$ cat config.mk
export PLATFORM = sky130hd
export DESIGN_NAME = console_tx
export DESIGN_NICKNAME = d
export VERILOG_FILES = /design/src/rtl/elc3_pkg.sv /design/src/rtl/console_tx_sync_fifo.sv /design/src/rtl/console_tx.sv
export SDC_FILE = /design/constraint.sdc
export NUM_CORES = 1
export LEC_CHECK = 0
export BUFFER_PORTS_ARGS = -buffer_cell sky130_fd_sc_hd__buf_4
export CORE_MARGIN = 5
export CORE_UTILIZATION = 40
export CTS_CLUSTER_DIAMETER = 60
export CTS_CLUSTER_SIZE = 10
export DETAILED_ROUTE_END_ITERATION = 6
export PLACE_DENSITY = 0.65
export RECOVER_POWER = 50
export SLEW_MARGIN = 15
export SYNTH_ARGS = -nofsm -noshare
export SYNTH_HDL_FRONTEND = slang
export SYNTH_SLANG_ARGS = --single-unit
$ cat constraint.sdc
create_clock -name Clk -period 2.05 [get_ports Clk]
set_input_delay 0.1025 -clock Clk [delete_from_list [all_inputs] [get_ports Clk]]
set_output_delay 0.1025 -clock Clk [all_outputs]
set_load 0.05 [all_outputs]
$ cat src/rtl/elc3_pkg.sv
// Shared eLC-3 console definitions: transmitter FSM states and the console register map.
package elc3_pkg;

  typedef enum logic [1:0] {IDLE, START, DATA, STOP} tx_state_t;

  localparam logic [15:0] DSR_ADDR = 16'hFE04;
  localparam logic [15:0] DDR_ADDR = 16'hFE06;

  // Clocks per serial bit, rounded to nearest.
  function automatic int calc_div(input int clk_hz, input int baud);
    return (clk_hz + baud / 2) / baud;
  endfunction

endpackage

$ cat src/rtl/console_tx_sync_fifo.sv
// Small synchronous FIFO with a show-ahead head; push while full and pop while empty are ignored.
module sync_fifo #(
  parameter int WIDTH = 8,
  parameter int DEPTH = 4
) (
  input  logic             Clk,
  input  logic             Reset_N,
  input  logic             push,
  input  logic             pop,
  input  logic [WIDTH-1:0] din,
  output logic [WIDTH-1:0] dout,
  output logic             full,
  output logic             empty
);
  localparam int AW = $clog2(DEPTH);

  logic [WIDTH-1:0] r_mem [DEPTH];
  logic [AW-1:0]    r_wr, r_rd;
  logic [AW:0]      r_cnt;
  logic             w_push, w_pop;

  assign full   = (r_cnt == (AW+1)'(DEPTH));
  assign empty  = (r_cnt == '0);
  assign w_push = push & ~full;
  assign w_pop  = pop & ~empty;
  assign dout   = r_mem[r_rd];

  always_ff @(posedge Clk) begin
    if (!Reset_N) begin
      r_wr  <= '0;
      r_rd  <= '0;
      r_cnt <= '0;
    end else begin
      if (w_push) r_wr <= r_wr + 1'b1;
      if (w_pop)  r_rd <= r_rd + 1'b1;
      case ({w_push, w_pop})
        2'b10:   r_cnt <= r_cnt + 1'b1;
        2'b01:   r_cnt <= r_cnt - 1'b1;
        default: r_cnt <= r_cnt;
      endcase
    end
  end

  // Storage needs no reset; the count gates every read.
  always_ff @(posedge Clk) begin
    if (w_push) r_mem[r_wr] <= din;
  end

endmodule

$ cat src/rtl/console_tx.sv
// eLC-3 console display responder: buffers DDR store bytes and sends them as 8N1 UART frames.
module console_tx
  import elc3_pkg::*;
#(
  parameter int CLK_HZ     = 50_000_000,
  parameter int BAUD       = 115200,
  parameter int FIFO_DEPTH = 4
) (
  input  logic        Clk,
  input  logic        Reset_N,
  input  logic        DDR_Write,
  input  logic [15:0] DDR_Data,
  output logic        DSR_Ready,
  output logic        TX,
  output logic        Busy,
  output logic        Overrun,
  output logic [7:0]  Last_Char
);
  localparam int DIV = calc_div(CLK_HZ, BAUD);
  localparam int CW  = $clog2(DIV);

  tx_state_t      r_state, w_state_nxt;
  logic [CW-1:0]  r_baud;
  logic [2:0]     r_bit;
  logic [7:0]     r_shift, w_shift_nxt;
  logic           r_tx, w_tx_nxt;
  logic           r_overrun;
  logic [7:0]     r_last;
  logic           w_full, w_empty, w_pop, w_tick;
  logic [7:0]     w_head;
  logic           w_unused_hi;

  assign w_unused_hi = &{1'b0, DDR_Data[15:8]};
  assign w_tick      = (r_baud == CW'(DIV - 1));

  sync_fifo #(.WIDTH(8), .DEPTH(FIFO_DEPTH)) u_fifo (
    .Clk     (Clk),
    .Reset_N (Reset_N),
    .push    (DDR_Write),
    .pop     (w_pop),
    .din     (DDR_Data[7:0]),
    .dout    (w_head),
    .full    (w_full),
    .empty   (w_empty)
  );

  always_ff @(posedge Clk) begin
    if (!Reset_N) r_state <= IDLE;
    else          r_state <= w_state_nxt;
  end

  always_comb begin
    w_state_nxt = r_state;
    case (r_state)
      IDLE:  if (!w_empty) w_state_nxt = START;
      START: if (w_tick) w_state_nxt = DATA;
      DATA:  if (w_tick && r_bit == 3'd7) w_state_nxt = STOP;
      STOP:  if (w_tick) w_state_nxt = w_empty ? IDLE : START;
      default: w_state_nxt = IDLE;
    endcase
  end

  // TX is registered, so its next value follows the next state and next shift contents.
  always_comb begin
    w_pop       = 1'b0;
    w_shift_nxt = r_shift;
    if ((r_state == IDLE && !w_empty) || (r_state == STOP && w_tick && !w_empty))
      w_pop = 1'b1;
    if (w_pop)
      w_shift_nxt = w_head;
    else if (r_state == DATA && w_tick)
      w_shift_nxt = {1'b0, r_shift[7:1]};
    case (w_state_nxt)
      START:   w_tx_nxt = 1'b0;
      DATA:    w_tx_nxt = w_shift_nxt[0];
      default: w_tx_nxt = 1'b1;
    endcase
  end

  always_ff @(posedge Clk) begin
    if (!Reset_N) begin
      r_baud    <= '0;
      r_bit     <= '0;
      r_shift   <= '0;
      r_tx      <= 1'b1;
      r_overrun <= 1'b0;
      r_last    <= 8'h00;
    end else begin
      r_shift <= w_shift_nxt;
      r_tx    <= w_tx_nxt;
      if (r_state == IDLE || w_tick) r_baud <= '0;
      else                           r_baud <= r_baud + 1'b1;
      if (r_state == START && w_tick)     r_bit <= '0;
      else if (r_state == DATA && w_tick) r_bit <= r_bit + 1'b1;
      if (DDR_Write && !w_full) r_last    <= DDR_Data[7:0];
      if (DDR_Write && w_full)  r_overrun <= 1'b1;
    end
  end

  assign DSR_Ready = ~w_full;
  assign TX        = r_tx;
  assign Busy      = (r_state != IDLE) | ~w_empty;
  assign Overrun   = r_overrun;
  assign Last_Char = r_last;

endmodule

==> summary by stage, run 1 <==
Logic synthesis
The synthesized design contains 32 enable-type register cells. The sequential area share after synthesis is between 50% and 60%. The average footprint of a synthesized cell is around 12 um^2. The synthesized net count is just under 300. Yosys printed 0 warnings.

The post-synthesis cell count is around 260. The netlist uses 46 different library cells. The number of synthesized register bits is between 70 and 80.

The proportion of register bits with asynchronous set or reset after synthesis is 0%. The netlist area before placement is around 3100 um^2. The most used flip-flop cell after synthesis is sky130_fd_sc_hd__dfxtp_1.

Clock network
TritonCTS created 9 clock buffers. The later-pin clock latency in the skew report is around 0.35 ns. The total clock sinks is 73. In this run the post-CTS setup repair buffer count came out at 0. The clock transition time at the flip-flop clock pins of the worst setup and hold paths is roughly 0.080 ns. The cell at the root of the clock tree is sky130_fd_sc_hd__clkbuf_8.

No sink is reached through more buffers than the 2 on the longest clock path. TritonCTS built the clock tree. The maximum level of the CTS H-tree is 3.

Setup path
Tracing the worst setup path back leads to its startpoint at r_baud[0]$_SDFF_PP0_. The type of the worst setup path is reg -> reg. The length in cells of the worst reg-to-reg path is 8. The critical register-to-register path startpoint is r_baud[0]$_SDFF_PP0_. STA puts the critical path data required time at ~2.3 ns. The most critical setup path has its endpoint at u_fifo.r_cnt[1]$_SDFFE_PN0P_. The arrival time of data at the critical path endpoint is 2.11 ns. The internal reg-to-reg setup slack is 0.18 ns.

The worst setup path is launched from a flop. In this run the critical register-to-register path is captured at u_fifo.r_cnt[1]$_SDFFE_PN0P_. The worst setup path is captured at a flop.

The largest fanout on the critical path is 5.

Floorplanning
The standard cell core area is 7650 um^2. The initialized floorplan defines 32 standard-cell rows. The initial cell density of the core is between 40% and 50%.

The die is between 90 and 100 um wide. The number of placed I/O pins is 31. The die area is roughly 9600 um^2. In this run the vertical extent of the chip is about 100 um.

Finish
The final antenna diode count is 0. The share of post-route cells with drive strength above 1 is 15.0%. The library cell used most frequently in the layout, excluding fill and tap cells, is sky130_fd_sc_hd__dfxtp_1.

The filler cell count in the final layout is 708. The signed area change from the synthesized netlist to the final layout is 17.4%. After the last flow step, the layout net total stands at approximately 330. Leaving out fill and tap cells, the most frequent cells in the layout are 41 x sky130_fd_sc_hd__dfxtp_1, 33 x sky130_fd_sc_hd__nand2_1, 32 x sky130_fd_sc_hd__edfxtp_1.

For this run, the share of the core covered by cells in the final layout is between 40% and 50%.

Job
The number of maximum-capacitance constraint violations is 0.

Drt
The post-detailed-route DRC marker count is 0. Dividing the detail-routed via count by the number of cells gives around 4.9. The number of antenna-violating nets in the routed design is 0.

In the final routed layout, each cell accounts on average for 13.7 um. The total number of vias is 1995. The final wirelength is between 5000 and 6000 um.

For this block, the initial DRC count from the detailed router was 95. The first detailed-routing pass ran for 4 iterations.

Placed design
Summed over all nets, the half-perimeter wirelength after detailed placement is approximately 3800 um. The global placement routability congestion is 0.769. The count of buffers added on input and output ports is 22.

Run status
The flow ran to the end, and the final reports show no timing, DRC or antenna violations.

Timing
Across the routed clock network, the largest skew measured is 0.00917 ns. The smallest clock period supported by the final layout is computed as roughly 1.9 ns. The final-report max-slew violation count is 0.

In this run the tightest slew margin relative to its limit is around three fifths. Summed over all failing endpoints, the final setup total negative slack is 0 ns. For the pin with the worst max-slew slack, the measured transition is 0.615 ns.

Setup violations remaining at the end of the flow were counted as 0. The hold violation total from the final report came to 0. Setup repair after global routing left no endpoint under its margin. In the finished design, the share of the clock period the worst path needs comes to between 90% and 100%. The maximum clock frequency is 535 MHz.

Worst hold path
The path class of the tightest hold or removal check is in -> reg. The cell depth of the worst min-delay path is 2.

Global route
Entering global routing, the biggest net connects 18 pins. After global routing the overflow that remains totals 0. The via count of the first global-routing pass came to ~1.9k. The first global-routing pass estimated 9600 um of wire. The global-route usage over all layers is 12.6%.

The number of antenna violations at the first check in global routing came to 0.

Power and ir drop
For this design the ratio of total power to cell area is approximately 1200 nW/um^2. The static leakage power is approximately 1.3 nW. The worst vdd rail ir drop is ~0.6 mV.
[registers in the layout (all words and copies together), names as in the netlist, named ones only]
register,flops
r_shift,8
u_fifo.r_mem,32
r_state,2
u_fifo.r_rd,2
Overrun,1
Last_Char,8
u_fifo.r_cnt,3
TX,1
r_bit,3
u_fifo.r_wr,2
r_baud,9
[worst min path at each step]
| stage | start | endpoint |
|---|---|---|
| floorplan | DDR_Data[0] | u_fifo.r_mem[0][0]$_DFFE_PP_ |
| global placement | DDR_Data[2] | u_fifo.r_mem[2][2]$_DFFE_PP_ |
| detailed placement | DDR_Data[5] | u_fifo.r_mem[2][5]$_DFFE_PP_ |
| CTS | DDR_Write | Overrun$_SDFFE_PN0P_ |
| global route | Reset_N | TX$_SDFF_PN1_ |
| finish | Reset_N | TX$_SDFF_PN1_ |
[synthesized netlist by cell type, types with 2 or more instances]
cell type | count | share of area (%)
sky130_fd_sc_hd__a21oi_1 | 15 | 2.4
sky130_fd_sc_hd__nand2_1 | 33 | 4.0
sky130_fd_sc_hd__and2_1 | 6 | 1.2
sky130_fd_sc_hd__a211oi_1 | 5 | 1.2
sky130_fd_sc_hd__ha_1 | 8 | 3.2
sky130_fd_sc_hd__nand3_1 | 5 | 0.81
sky130_fd_sc_hd__o21ai_0 | 3 | 0.48
sky130_fd_sc_hd__a22oi_1 | 4 | 0.97
sky130_fd_sc_hd__nand2b_1 | 3 | 0.61
sky130_fd_sc_hd__nor3_1 | 2 | 0.32
sky130_fd_sc_hd__inv_1 | 5 | 0.61
sky130_fd_sc_hd__clkbuf_1 | 7 | 0.85
sky130_fd_sc_hd__nor2_1 | 31 | 3.8
sky130_fd_sc_hd__mux2i_1 | 9 | 2.9
sky130_fd_sc_hd__mux4_2 | 8 | 5.8
sky130_fd_sc_hd__dfxtp_1 | 41 | 27
sky130_fd_sc_hd__xor2_1 | 5 | 1.4
sky130_fd_sc_hd__a31oi_1 | 2 | 0.40
sky130_fd_sc_hd__and3_1 | 3 | 0.61
sky130_fd_sc_hd__a22o_1 | 2 | 0.57
sky130_fd_sc_hd__or3_1 | 2 | 0.40
sky130_fd_sc_hd__xnor2_1 | 6 | 1.7
sky130_fd_sc_hd__buf_2 | 2 | 0.32
sky130_fd_sc_hd__edfxtp_1 | 32 | 31
[timing repair]
item,CTS,global route
setup endpoints to repair,0,3
hold endpoints to repair,32,0
hold buffers,8,0
gates resized for setup,0,1
[per-layer routing]
layer | routed length [um] | GRT usage [%] | vias to the layer above
met5 | 0 | 0 | -
met4 | 40 | 4.15 | 0
met3 | 254 | 4.71 | 4
met2 | 2730 | 20.8 | 41
met1 | 2580 | 15.4 | 942
li1 | - | - | 1008
[report_power, final]
group	switching (mW)	internal [mW]	total (mW)
Sequential	0.133	1.78	1.91
Combinational	0.778	0.549	1.33
Clock	0.584	0.573	1.16
[cells by family (layout without fill, tap and decap cells)]
logic type	Yosys count	count (layout)	synth area share (%)
adders and majority gates	9	9	3.88
buffers and inverters	17	62	2.38
AOI/OAI and AO/OA	38	38	8.45
DFF	73	73	57.6
and+or+nand+nor	95	95	15.5
xor gates and xnor gates	11	11	3.11
muxes	18	18	9.09
[layout make-up]
type | count | area, um^2 | area share [%]
clock inverter | 7 | 77.6 | 2.13
tap | 102 | 128 | 3.51
multi-input combinational | 171 | 1260 | 34.6
inverter | 6 | 22.5 | 0.620
sequential | 73 | 1780 | 49.0
clock buffer | 9 | 124 | 3.41
timing repair buffer | 40 | 245 | 6.75
[metrics by stage]
step	hold WS [ns]	power [mW]	worst slack (ns)	instances	cell area (um^2)
CTS	0.00922	4.47	0.0937	408	3700
finish	0.0278	4.40	0.180	408	3630
global placement	0.313	3.28	0.140	384	3420
floorplan	0.201	2.95	0.000337	261	3110
global route	0.0271	4.67	0.0286	408	3630
detailed placement	0.318	3.30	0.121	384	3420
[worst max-delay path, stage by stage, from the launching register on]
cell and delay, ns:
sky130_fd_sc_hd__dfxtp_1 0.38, sky130_fd_sc_hd__ha_1 0.21, sky130_fd_sc_hd__nand4b_4 0.15, sky130_fd_sc_hd__o31ai_4 0.30
sky130_fd_sc_hd__nand2_4 0.07, sky130_fd_sc_hd__nor2_1 0.12, sky130_fd_sc_hd__fa_1 0.42, sky130_fd_sc_hd__nand2_1 0.07
sky130_fd_sc_hd__mux2i_1 0.05
Power figures use the tool's default switching activity.
==> run 2, diff against run 1 <==
==> constraint.sdc (replaced) <==
create_clock -name Clk -period 2.05 [get_ports Clk]
set_input_delay 0.41 -clock Clk [delete_from_list [all_inputs] [get_ports Clk]]
set_output_delay 0.41 -clock Clk [all_outputs]
set_load 0.05 [all_outputs]
==> summary by stage, run 2 (synthesis results as in run 1) <==
Job
Max-cap violations in this run came to 0.

Floorplanning
The number of rows created at floorplan is 32. The initial utilization of the core area, before any placement, comes to 40.5%. The floorplan step defined a core boundary enclosing approximately 7600 um^2. 31 I/O pins were placed.

From bottom edge to top edge, the die measures between 90 and 100 um. From left edge to right edge, the die measures 98.0 um. The floorplan step defined a die boundary enclosing around 9600 um^2.

Finish
The final antenna diode count is 0. In the final layout, the registers with the most flip-flops are u_fifo.r_mem: 32 flops, r_baud: 9 flops. For this run, the share of the core covered by cells in the final layout is a little under half. Leaving out fill and tap cells, the most frequent cells in the layout are 41 x sky130_fd_sc_hd__dfxtp_1, 33 x sky130_fd_sc_hd__nand2_1, 32 x sky130_fd_sc_hd__edfxtp_1.

The share of post-route cells with drive strength above 1 is between 10 and 15%. The register with the most flip-flops in the layout has 32 of them. The most common cell after layout, fill and taps aside is sky130_fd_sc_hd__dfxtp_1. The most flop-heavy register is u_fifo.r_mem. From synthesis to final layout, the design area changed by 13.6%. The post-layout instance area is 3520 um^2.

The net count reported at finish is 320.

Placed design
The global placement routability congestion is about 0.76. The quantity of I/O buffers inserted on ports is 22. The half-perimeter wire length after detailed placement is ~3800 um.

Once placement finished, the instance area stood at around 3400 um^2.

Run status
The run finished with clean final reports.

Setup path
The type of the worst setup path is reg -> reg. The data required time of the critical path is ~2.3 ns. The largest fanout on the critical path is 6. The delay contributed by the slowest stage of the critical path is approximately 0.48 ns. The cell repeated most along the worst path is sky130_fd_sc_hd__mux2i_1. The slowest stage of the critical path belongs to the cell sky130_fd_sc_hd__or3_1. STA puts the critical path data arrival time at 2.22 ns. The worst setup path is captured at a flop. The kind of launch point of the worst setup path is a flop. The largest delay contributor family on the critical path is simple AND/OR/NAND/NOR gates. Traced cell by cell, the critical path runs through or3_1 > nand2_4 > nor2_1 > fa_1 > and2_1 > mux2i_1 > mux2i_1. The number of buffers and inverters on the critical path is 0.

Timing
The worst slew slack as a fraction of its limit is a little over half. The final critical path takes up 94.9% of the cycle. At the pin with the least slew margin, the transition time is between 0.6 and 0.7 ns. The minimum hold slack is approximately 0.33 ns.

Setup repair after global routing left no endpoint under its margin. The sum of negative setup slack is 0 ns. The final-report max-slew violation count is 0.

The hold violation total from the final report is 0. The setup clock skew after layout is between 0.01 and 0.015 ns. Setup violations remaining at the end of the flow were counted as 0. Static timing analysis puts the maximum clock frequency at between 500 and 600 MHz. The final period demand of the worst path is 1.95 ns.

Drt
The post-detailed-route DRC marker count is 0. Dividing the detail-routed wire length by the instance count gives around 14 um. The mean number of vias per cell is roughly 4.9. The final wirelength is ~5500 um. The first routing iteration left 65 violations.

The detail route stage leaves a number of antenna-violating nets equal to 0. The final route contains roughly 2k vias. The first detailed-routing pass ran for 4 iterations.

Global route
For this run, the total global-route usage over all layers was measured as between 10 and 15%. Entering global routing, the biggest net connects 18 pins. The total overflow left after global routing is 0.

The via count of the first global-routing pass came to 2046. The global-route wire length before repair is about 9700 um. The number of antenna violations at the first check in global routing was 0.

Power and ir drop
The total power is 4.21 mW. The worst vdd rail ir drop is ~0.53 mV. For this design the static power due to leakage is roughly 1.3 nW.

Power spread over the standard cell area amounts to about 1200 nW/um^2.

Clock network
The maximum root-to-sink buffer count is 2. CTS saw 73 sinks. The cell sitting at the root of the clock tree is a sky130_fd_sc_hd__clkbuf_8. The clock transition time at the flip-flop clock pins of the worst setup and hold paths is ~0.080 ns. TritonCTS built the clock tree. CTS built an H-tree with a depth of 3. In this run the post-CTS setup repair buffer count came out at 0. Gates resized during post-CTS repair numbered 0. Counting the buffers created by CTS gives 9. Hold repair after CTS inserted 0 buffers. The later-pin clock latency in the skew report is 0.34 ns.

Worst hold path
The class of the tightest hold or removal check is in -> reg.
run 2: cell count changes in the layout (fill, tap and decap cells not counted), sizes merged:
cell	previous run	this run
clkbuf	29	30
buf	12	10
bufinv	1	0
dlygate4sd3	8	0
clkinvlp	1	2
inv	7	8
clkinv	4	3
run 2: path summary, 6_finish.rpt:
kind / startpoint / end / slack (ns) / depth (start not counted)
worst min register to register: Last_Char[1]$_SDFFE_PN0P_ / Last_Char[1]$_SDFFE_PN0P_ / 0.46 / 2
worst max-delay path: u_fifo.r_cnt[0]$_SDFFE_PN0P_ / u_fifo.r_cnt[2]$_SDFFE_PN0P_ / 0.10 / 7
worst max register to register: u_fifo.r_cnt[0]$_SDFFE_PN0P_ / u_fifo.r_cnt[2]$_SDFFE_PN0P_ / 0.10 / 7
worst min-delay path: DDR_Write / Overrun$_SDFFE_PN0P_ / 0.33 / 3
run 2: area by class of cell:
class | count | area (um^2)
inverter | 6 | 22.5
multi-input combinational | 171 | 1250
fill | 737 | 4130
clock buffer | 9 | 124
sequential | 73 | 1780
timing repair buffer | 31 | 154
clock inverter | 7 | 53.8
tap | 102 | 128
run 2: report_power, final:
group          internal, mW  switching (mW)
Sequential             1.78           0.132
Clock                 0.450           0.568
Combinational         0.521           0.763
run 2: per-layer routing:
layer	track usage (%)	up-vias	share of wire, %
met1	15.9	931	48
met5	0	-	0
met2	20.4	24	48
met3	3.21	6	3.0
li1	-	995	-
met4	4.79	0	0.93
run 2: worst register-to-register path, cell delays in order (launching register included):
cell                      delay, ns
sky130_fd_sc_hd__dfxtp_1       0.38
sky130_fd_sc_hd__or3_1         0.48
sky130_fd_sc_hd__nand2_4       0.10
sky130_fd_sc_hd__nor2_1        0.05
sky130_fd_sc_hd__fa_1          0.37
sky130_fd_sc_hd__and2_1        0.15
sky130_fd_sc_hd__mux2i_1       0.16
sky130_fd_sc_hd__mux2i_1       0.19
run 2: metrics by stage:
stage | instances | setup slack, ns
CTS | 399 | 0.0826
floorplan | 261 | 0.000337
finish | 399 | 0.104
detailed placement | 383 | 0.0989
global placement | 383 | 0.126
global route | 399 | 0.0118
